`config.mk`:
```
export PLATFORM = sky130hd
export DESIGN_NAME = dom_ssaes_rand_feeder
export DESIGN_NICKNAME = d
export VERILOG_FILES = /design/src/rtl/dom_ssaes_pkg.sv /design/src/rtl/dom_ssaes_lfsr.sv /design/src/rtl/dom_ssaes_rand_feeder.sv
export SDC_FILE = /design/constraint.sdc
export NUM_CORES = 2
export LEC_CHECK = 0
export BUFFER_PORTS_ARGS = -buffer_cell sky130_fd_sc_hd__buf_2
export CAP_MARGIN = 20
export CORE_MARGIN = 5
export CORE_UTILIZATION = 40
export DETAILED_ROUTE_END_ITERATION = 10
export SLEW_MARGIN = 0
export SYNTH_ARGS = -nofsm -noshare
export SYNTH_HDL_FRONTEND = slang
export SYNTH_HIERARCHICAL = 1
export SYNTH_SLANG_ARGS = --single-unit
```
`constraint.sdc`:
```
create_clock -name clk -period 2.8 [get_ports clk]
set_clock_uncertainty 0.05 [all_clocks]
set_input_delay 0.56 -clock clk [delete_from_list [all_inputs] [get_ports clk]]
set_output_delay 0.56 -clock clk [all_outputs]
set_load 0.05 [all_outputs]
```
`src/rtl/dom_ssaes_pkg.sv`:
```
`default_nettype none
// ============================================================================
// Package  : dom_ssaes_pkg
// Summary  : Shared types, LFSR constants and sizing helpers for the DOM
//            small-scale AES randomness feeder.
// Revision : 1.0 - initial release
// ============================================================================
package dom_ssaes_pkg;

    // Width of the mask-generation LFSR state
    localparam int c_LFSR_W = 128;

    // Low-order feedback terms of x^128 + x^7 + x^2 + x + 1 (bits 7, 2, 1, 0)
    localparam logic [c_LFSR_W-1:0] c_LFSR_TAPS = 128'h87;

    // Feeder control states
    typedef enum logic [1:0] {
        ST_IDLE = 2'd0,
        ST_PRE  = 2'd1,
        ST_RUN  = 2'd2
    } state_t;

    // Integer ceiling division used to size the fill sequences
    function automatic int ceil_div(input int num, input int den);
        return (num + den - 1) / den;
    endfunction

endpackage
`default_nettype wire

```
`src/rtl/dom_ssaes_lfsr.sv`:
```
`default_nettype none
// ============================================================================
// Module   : dom_ssaes_lfsr
// Summary  : 128-bit Galois LFSR unrolled GEN_W steps per advance. The bits
//            shifted out of the MSB form o_gen, first bit out at o_gen MSB.
// Revision : 1.0 - initial release
// ============================================================================
module dom_ssaes_lfsr
    import dom_ssaes_pkg::*;
#(
    parameter int GEN_W = 128
) (
    input  logic                clk,
    input  logic                rst,
    input  logic                i_load,
    input  logic [c_LFSR_W-1:0] i_seed,
    input  logic                i_advance,
    output logic [GEN_W-1:0]    o_gen
);

    logic [c_LFSR_W-1:0] r_state;
    logic [c_LFSR_W-1:0] w_next;
    logic [GEN_W-1:0]    w_gen;

    // Unroll GEN_W left-shift Galois steps, collecting each shifted-out bit
    always_comb begin
        logic [c_LFSR_W-1:0] v_s;
        v_s   = r_state;
        w_gen = '0;
        for (int i = 0; i < GEN_W; i++) begin
            w_gen[GEN_W-1-i] = v_s[c_LFSR_W-1];
            v_s = {v_s[c_LFSR_W-2:0], 1'b0} ^ (v_s[c_LFSR_W-1] ? c_LFSR_TAPS : '0);
        end
        w_next = v_s;
    end

    // State register: seed load has priority over advance
    always_ff @(posedge clk) begin
        if (!rst) begin
            r_state <= '0;
        end else if (i_load) begin
            r_state <= i_seed;
        end else if (i_advance) begin
            r_state <= w_next;
        end
    end

    assign o_gen = w_gen;

endmodule
`default_nettype wire

```
`src/rtl/dom_ssaes_rand_feeder.sv`:
```
`default_nettype none
// ============================================================================
// Module   : dom_ssaes_rand_feeder
// Summary  : Expands a host seed into text/key masks and one fresh
//            random_bits word per round period for a DOM masked AES core.
// Revision : 1.0 - initial release
// ============================================================================
module dom_ssaes_rand_feeder
    import dom_ssaes_pkg::*;
#(
    parameter int STATE_W       = 64,
    parameter int RAND_W        = 360,
    parameter int GEN_W         = 128,
    parameter int ROUNDS        = 10,
    parameter int CYC_PER_ROUND = 4
) (
    input  logic                clk,
    input  logic                rst,
    input  logic                seed_valid,
    input  logic [c_LFSR_W-1:0] seed_in,
    input  logic                start,
    input  logic                abort,
    output logic                core_start,
    output logic [STATE_W-1:0]  t_mask,
    output logic [STATE_W-1:0]  k_mask,
    output logic [RAND_W-1:0]   random_bits,
    output logic                busy,
    output logic                done,
    output logic                seed_err
);

    localparam int c_FILL   = ceil_div(RAND_W, GEN_W);
    localparam int c_MFILL  = ceil_div(2 * STATE_W, GEN_W);
    localparam int c_P      = c_MFILL + c_FILL;
    localparam int c_MACC_W = c_MFILL * GEN_W;
    localparam int c_PRE_W  = $clog2(c_P);
    localparam int c_PER_W  = (CYC_PER_ROUND > 1) ? $clog2(CYC_PER_ROUND) : 1;
    localparam int c_RND_W  = (ROUNDS > 1) ? $clog2(ROUNDS) : 1;

    localparam logic [c_PRE_W-1:0] c_PRE_LAST      = c_PRE_W'(c_P - 1);
    localparam logic [c_PRE_W-1:0] c_PRE_MASK_LAST = c_PRE_W'(c_MFILL - 1);
    localparam logic [c_PER_W-1:0] c_PER_LAST      = c_PER_W'(CYC_PER_ROUND - 1);
    localparam logic [c_PER_W-1:0] c_PER_FILL_LAST = c_PER_W'(c_FILL - 1);
    localparam logic [c_RND_W-1:0] c_RND_LAST      = c_RND_W'(ROUNDS - 1);

    // A period shorter than the refill sequence cannot deliver fresh words
    generate
        if (CYC_PER_ROUND < c_FILL) begin : g_cfg_err
            $error("dom_ssaes_rand_feeder: CYC_PER_ROUND must be >= FILL");
        end
    endgenerate

    state_t               r_state;
    logic                 r_seeded;
    logic [c_PRE_W-1:0]   r_pre_cnt;
    logic [c_PER_W-1:0]   r_per_cnt;
    logic [c_RND_W-1:0]   r_rnd_cnt;
    logic [c_MACC_W-1:0]  r_mask_acc;
    logic [RAND_W-1:0]    r_fill;
    logic [STATE_W-1:0]   r_t_mask;
    logic [STATE_W-1:0]   r_k_mask;
    logic [RAND_W-1:0]    r_random_bits;
    logic                 r_core_start;
    logic                 r_seed_err;

    logic                 w_idle;
    logic                 w_pre;
    logic                 w_run;
    logic                 w_pre_mask;
    logic                 w_pre_fill;
    logic                 w_run_fill;
    logic                 w_adv_mask;
    logic                 w_adv_fill;
    logic                 w_seed_ok;
    logic                 w_load;
    logic                 w_pre_last;
    logic                 w_per_last;
    logic                 w_rnd_last;
    logic                 w_err;
    logic [GEN_W-1:0]     w_gen;
    logic [c_MACC_W-1:0]  w_mask_next;
    logic [RAND_W-1:0]    w_fill_next;

    assign w_idle     = (r_state == ST_IDLE);
    assign w_pre      = (r_state == ST_PRE);
    assign w_run      = (r_state == ST_RUN);
    assign w_pre_mask = w_pre && (r_pre_cnt <= c_PRE_MASK_LAST);
    assign w_pre_fill = w_pre && (r_pre_cnt > c_PRE_MASK_LAST);
    assign w_run_fill = w_run && (r_per_cnt <= c_PER_FILL_LAST);
    // An aborting cycle leaves the LFSR untouched so the next run continues it
    assign w_adv_mask = w_pre_mask && !abort;
    assign w_adv_fill = (w_pre_fill || w_run_fill) && !abort;
    assign w_seed_ok  = (seed_in != '0);
    assign w_load     = w_idle && seed_valid && w_seed_ok;
    assign w_pre_last = w_pre && (r_pre_cnt == c_PRE_LAST);
    assign w_per_last = w_run && (r_per_cnt == c_PER_LAST);
    assign w_rnd_last = (r_rnd_cnt == c_RND_LAST);

    // Zero seed, unseeded start, or any seed attempt while busy
    assign w_err = (w_idle && seed_valid && !w_seed_ok)
                || (w_idle && start && !seed_valid && !r_seeded)
                || (!w_idle && seed_valid);

    // Shift accumulators: newest word enters at the LSB end, oldest bits fall off the top
    assign w_mask_next = c_MACC_W'({r_mask_acc, w_gen});
    assign w_fill_next = w_adv_fill ? RAND_W'({r_fill, w_gen}) : r_fill;

    dom_ssaes_lfsr #(
        .GEN_W     (GEN_W)
    ) u_lfsr (
        .clk       (clk),
        .rst       (rst),
        .i_load    (w_load),
        .i_seed    (seed_in),
        .i_advance (w_adv_mask || w_adv_fill),
        .o_gen     (w_gen)
    );

    // Control FSM, seeded flag and period/round counters
    always_ff @(posedge clk) begin
        if (!rst) begin
            r_state      <= ST_IDLE;
            r_seeded     <= 1'b0;
            r_pre_cnt    <= '0;
            r_per_cnt    <= '0;
            r_rnd_cnt    <= '0;
            r_core_start <= 1'b0;
            r_seed_err   <= 1'b0;
        end else begin
            r_core_start <= 1'b0;
            r_seed_err   <= w_err;
            case (r_state)
                ST_IDLE: begin
                    if (seed_valid) begin
                        if (w_seed_ok) begin
                            r_seeded <= 1'b1;
                        end
                    end else if (start && r_seeded) begin
                        r_state   <= ST_PRE;
                        r_pre_cnt <= '0;
                    end
                end
                ST_PRE: begin
                    if (abort) begin
                        r_state <= ST_IDLE;
                    end else if (w_pre_last) begin
                        r_state      <= ST_RUN;
                        r_per_cnt    <= '0;
                        r_rnd_cnt    <= '0;
                        r_core_start <= 1'b1;
                    end else begin
                        r_pre_cnt <= r_pre_cnt + 1'b1;
                    end
                end
                ST_RUN: begin
                    if (abort) begin
                        r_state <= ST_IDLE;
                    end else if (w_per_last) begin
                        r_per_cnt <= '0;
                        if (w_rnd_last) begin
                            r_state <= ST_IDLE;
                        end else begin
                            r_rnd_cnt <= r_rnd_cnt + 1'b1;
                        end
                    end else begin
                        r_per_cnt <= r_per_cnt + 1'b1;
                    end
                end
                default: begin
                    r_state <= ST_IDLE;
                end
            endcase
        end
    end

    // Mask/fill accumulators and the registered mask and randomness outputs
    always_ff @(posedge clk) begin
        if (!rst) begin
            r_mask_acc    <= '0;
            r_fill        <= '0;
            r_t_mask      <= '0;
            r_k_mask      <= '0;
            r_random_bits <= '0;
        end else begin
            if (w_adv_mask) begin
                r_mask_acc <= w_mask_next;
            end
            r_fill <= w_fill_next;
            if (!w_idle && abort) begin
                r_t_mask      <= '0;
                r_k_mask      <= '0;
                r_random_bits <= '0;
            end else if (w_pre_last) begin
                {r_t_mask, r_k_mask} <= r_mask_acc[c_MACC_W-1 -: 2*STATE_W];
                r_random_bits        <= w_fill_next;
            end else if (w_per_last && !w_rnd_last) begin
                r_random_bits <= w_fill_next;
            end
        end
    end

    assign core_start  = r_core_start;
    assign t_mask      = r_t_mask;
    assign k_mask      = r_k_mask;
    assign random_bits = r_random_bits;
    assign busy        = !w_idle;
    assign done        = w_per_last && w_rnd_last && !abort;
    assign seed_err    = r_seed_err;

endmodule
`default_nettype wire
```
# After elaboration in Yosys (flattened, before gate mapping)
# Cells that the tools add are included.
# op_classes
n_mux	158
n_bitwise	130
n_eq_ne	16
n_shift	0
reduce_logical	42
order_cmp	3
multipliers	0
div	0
addsub	3
# ops
cell	n
128-bit bitwise XOR	128
360-bit 2-to-1 mux	3
8-bit 2-to-1 mux	128
128-bit 2-to-1 mux	2
128-bit nonzero test	1
2-bit 2-to-1 mux	15
4-bit 2-to-1 mux	5
1-bit logical AND	19
2-bit != test (second input constant)	5
5-bit AND reduction	2
3-bit by 2-bit != test with 1-bit output (second input constant)	3
2-bit case mux with 2 select lines	2
4-bit case mux with 2 select lines	1
2-bit nonzero test	4
2-bit equality test (second input constant)	3
1-bit zero test	6
2-bit by 1-bit != test with 1-bit output (second input constant)	3
2-bit case mux with 3 select lines	1
6-bit AND reduction	1
2-bit by 1-bit adder with 2-bit output (second input constant)	2
4-bit by 1-bit adder with 4-bit output (second input constant)	1
4-bit equality test (second input constant)	1
1-bit logical OR	4
4-bit AND reduction	1
other kinds (10)	11
# word_totals
ram_bits	0
reg_bits	1117
mem_count	0
latch_bits	0
rom_bits	0
input_bits	133
wordCells	365

# Logic depth before layout (Yosys ltp)
# logic_depth
depth_word	258
ltp_mapped	12
mapped_depth_nobuf	9

# Modules after synthesis
# Netlist, hierarchy kept.
# modules_own_cells
mod	instances	cells_each	area_per_inst_um2
dom_ssaes_rand_feeder	1	3607	34678.3
dom_ssaes_lfsr	1	990	9604.2

# Worst setup path after synthesis
# No wires, ideal clock.
# synth_timing
kind	input to register
startpoint	input port seed_in[0]
endpoint	register u_lfsr.r_state[112]
cell_stages	11
setup_time_ns	0.132
t_arrival_ns	2.503
required_time_ns	2.618
setup_slack_ns	0.114
path_cell_list	nor4_1 > nand4_1 > nor4_1 > nand2_1 > and3_1 > clkbuf_1 > inv_2 > buf_2 > clkbuf_1 > buf_1 > a21oi_1
# synth_via
elab_chain_cells	3
word_cells_on_any_way	4
classes_between	mux: 1; reduce/logical: 3
# synth_rtl
item	line	text
from (decl)	dom_ssaes_rand_feeder.sv:20	input logic [c_LFSR_W-1:0] seed_in,
128-bit nonzero test *	dom_ssaes_rand_feeder.sv:93	assign w_seed_ok = (seed_in != '0);
1-bit logical AND *	dom_ssaes_rand_feeder.sv:94	assign w_load = w_idle && seed_valid && w_seed_ok;
net w_load	dom_ssaes_rand_feeder.sv:75	logic w_load;
128-bit 2-to-1 mux or 2-bit nonzero test (tied branches)	-	
to (signal assigned)	dom_ssaes_lfsr.sv:42	r_state <= i_seed;
to (signal assigned)	dom_ssaes_lfsr.sv:44	r_state <= w_next;
to (decl)	dom_ssaes_lfsr.sv:21	logic [c_LFSR_W-1:0] r_state;
# The timed path passes the listed nets; every way through them passes the cells marked *.
# A chain may end at the register's enable or synchronous reset.

# Worst setup path in the final report
# layout_timing
startpoint	input port seed_in[70]
endpoint	register u_lfsr.r_state[122]
# Same word-level chain as after synthesis.

==> qor.txt <==
==================================================================================
Outcome                                                               finished clean
Worst-skew pair later-pin latency                                          0.70 ns
Most prevalent standard cell on the critical path                            buf_4
Setup-violating endpoint count in the final report                               0
Worst hold start                                                       seed_in[33]
Setup repair after global routing missed its margin                             no
Number of flops mapped to enable cells by yosys                                  0
Yosys top cell area share                                                    0.505
Per-cell routed wire length                                                19.7 um
Part of the cycle the worst path needs                                       0.952
Transition time at the pin with the least slew margin                      1.00 ns
Total internal power                                                       26.4 mW
Clk pwr share                                                                0.460
Remaining global-route overflow                                                  0
Proportion of synthesized chip area in sequential cells                      0.505
Average size of a mapped cell                                            9.63 um^2
Die Outline Area                                                       117000 um^2
Leak Pwr                                                                   19.7 nW
Path category of the worst min-delay check                            input port to flop
TritonCTS clock tree                                                           yes
Routed via count                                                             33400
Delay of the slowest cell on the worst path                                0.52 ns
Ys async rst share                                                               0
Overall die width                                                           343 um
First-pass GRT wire length                                                  196 mm
Number of port buffers                                                         624
Post-synthesis net count                                                      4736
First element of the critical path                                     seed_in[70]
Fraction of final layout cells sized beyond drive strength 1                 0.200
Final standard cell utilization of the core                                  0.472
Crit path max fanout                                                            20
Maximum clock rate                                                         375 MHz
Dominant synthesized flop cell                                             dfxtp_1
Tightest slew margin relative to the limit                                   0.332
Crit path buf inv count                                                          6
Gate Count Post-Synth                                                         4597
Number of global-route vias before repair                                    31763
Maximum number of buffers from clock root to sink                                3
Number of setup buffers added after CTS                                          0
Number of antenna violations at the first check in global routing                9
Total number of yosys warnings                                                   6
Worst Setup Start Kind                                                  input port
PD cells                                                               660 nW/um^2
Total Wirelength                                                            130 mm
GPL Wtd Cong                                                                 0.841
Initial Util                                                                 0.401
Iteration-0 DRC count of the detailed router                                  2076
Net total in the final layout                                                 5179
Category of the worst setup path capture point                                flop
Overall Global Routing Usage                                                 0.213
Antenna violation net count after detailed routing                               0
Clock-pin slew on the worst setup and hold paths                           0.06 ns
Top post-synthesis cells by area                                      dfxtp_1 50%, mux2i_1 8.2%, nor2_1 7.2%
First-pass iteration count of the detailed router                                5
Data arrival at the endpoint of the critical path                          3.23 ns
Critical path data required time                                           3.36 ns
Placed standard-cell area                                               48100 um^2
Switching fraction of total power                                            0.233
Slew Limit Fails                                                                 0
Part of the power in combinational logic                                     0.060
Count of max-cap constraint violations                                           0
Slowest cell on crit path                                                   nor4_2
Root Buffer Master                                                       clkbuf_16
Reported net switching power                                               8.03 mW
CTS H-tree lvls                                                                  3
Drt via density                                                               5.04
Final design instance area without fill                                 52100 um^2
Placed wire-length estimate                                                91.2 mm
Post-synthesis cell area                                                44300 um^2
Accumulated negative setup slack                                              0 ns
Height of the chip                                                          343 um
I/O Pins                                                                       625
Most repeated cell in the gate-level netlist after synthesis               dfxtp_1
Post-layout minimum cycle time                                             2.66 ns
Sequence of cells on the critical path                                buf_2, nor4_2, buf_4, nand4_1, nor4_1, buf_4, nand2_1, and3_1, inv_8, buf_12, buf_4, o21ai_0, a21oi_1
Remaining routing DRC violations                                                 0
Number of distinct library cells after synthesis                                53
Worst Setup Path Type                                                 input port to flop
Core Rows                                                                      122
Final Hold Violating Endpoints                                                   0
CTS sink cnt                                                                  1117
Post-CTS Resized                                                                 1
Yosys reg bits                                                                1117
Leading cell types by count after synthesis                           1117 x dfxtp_1, 854 x nor2_1, 516 x nand2_1
Worst vdd rail ir drop                                                      515 uV
Cell family with most CP delay                                        simple AND/OR/NAND/NOR gates
Signed area change from the synthesized netlist to the final layout          17.8%
Origin of the critical flop-to-flop path                              r_pre_cnt[0]
Post-CTS Hold Fix Bufs                                                           0
Largest net degree at the start of global routing                              182
Total clock buffers created by CTS                                             116
Post-synthesis cell type with the largest combined area                    dfxtp_1
Fill cell count                                                              10590
Portion of total power attributed to sequential cells                        0.480
Core area                                                              110000 um^2
==================================================================================
==> power groups by stage <==
stage | Combinational (mW) | Sequential [mW] | Clock, mW
2_1_floorplan | 1.64 | 16.6 | 0
3_3_place_gp | 2.04 | 16.9 | 0
4_1_cts | 2.07 | 16.5 | 16.2
6_report | 2.07 | 16.5 | 15.8
5_1_grt | 2.23 | 16.5 | 16.8
3_5_place_dp | 2.05 | 16.9 | 0
==> stage by stage <==
stage / cells / setup WS, ns / total power [mW] / hold WS, ns
after floorplan: 4597 / 0.114 / 18.3 / 0.382
after global placement: 6410 / -0.775 / 18.9 / 0.385
after detailed placement: 6410 / -0.778 / 18.9 / 0.393
after CTS: 6623 / 0.0808 / 34.8 / 0.0419
after global routing: 6624 / 0.00985 / 35.6 / 0.0872
final: 6628 / 0.135 / 34.4 / 0.103
==> kinds of logic (layout without fill, tap and decap cells) <==
logic type	count (synthesis)	in the layout	synth area share
AOI/OAI and AO/OA	886	886	0.123
DFF	1117	1117	0.505
xor gates and xnor gates	263	263	0.0883
and+or+nand+nor	1471	1471	0.130
buffers and inverters	492	1030	0.0696
other	0	5	0
adders and majority gates	6	6	0.00170
muxes	362	362	0.0819
==> worst register-to-register path, stage by stage (launching register included) <==
cell and delay [ns]:
dfxtp_1 0.38, inv_1 0.06, ha_1 0.21, nand2b_1 0.18
a21oi_4 0.28, buf_12 0.25, buf_12 0.36, mux2i_1 0.40
a211oi_1 0.12
==> cell type report <==
type | count | area (um^2) | share of cell area
Inverter | 18 | 85.1 | 0.00163
Sequential cell | 1117 | 22400 | 0.429
Multi-Input combinational cell | 2988 | 18900 | 0.363
Timing Repair Buffer | 799 | 4940 | 0.0947
Antenna cell | 5 | 12.5 | 0.000240
Clock buffer | 155 | 3230 | 0.0619
Tap cell | 1488 | 1860 | 0.0357
Clock inverter | 58 | 719 | 0.0138
==> path summary, 6_finish.rpt <==
kind,depth (start not counted),slack (ns),to
worst min register to register,2,0.40,k_mask[2]
worst min-delay path,3,0.10,u_lfsr/r_state[33]
worst max-delay path,13,0.14,u_lfsr/r_state[122]
worst max register to register,8,0.38,random_bits[205]
==> sequential cells by signal, indices dropped and copies added (netlist names) <==
register        count
r_seeded            1
random_bits       360
r_state             2
r_per_cnt           2
t_mask             64
k_mask             64
r_pre_cnt           2
r_rnd_cnt           4
r_mask_acc        128
u_lfsr/r_state    128
core_start          1
seed_err            1
r_fill            360
==> per-layer routing <==
metal / vias to the layer above / wire [um] / global-route usage
met5: - / 13 / 0
met4: 2 / 3330 / 0.0622
met3: 176 / 8650 / 0.0448
met2: 852 / 60300 / 0.344
met1: 15985 / 58200 / 0.288
li1: 16385 / - / -
==> placed cells by master, fill, tap and decap left out, drive strengths merged, types with 115 or more instances in the layout <==
master / count
mux2i: 361
xnor3: 115
nand2: 516
a211oi: 361
nor2: 854
a21oi: 385
buf: 799
dfxtp: 1117
clkbuf: 155
o21ai: 117
xnor2: 140
No activity file was read; power rests on OpenSTA's default activity.
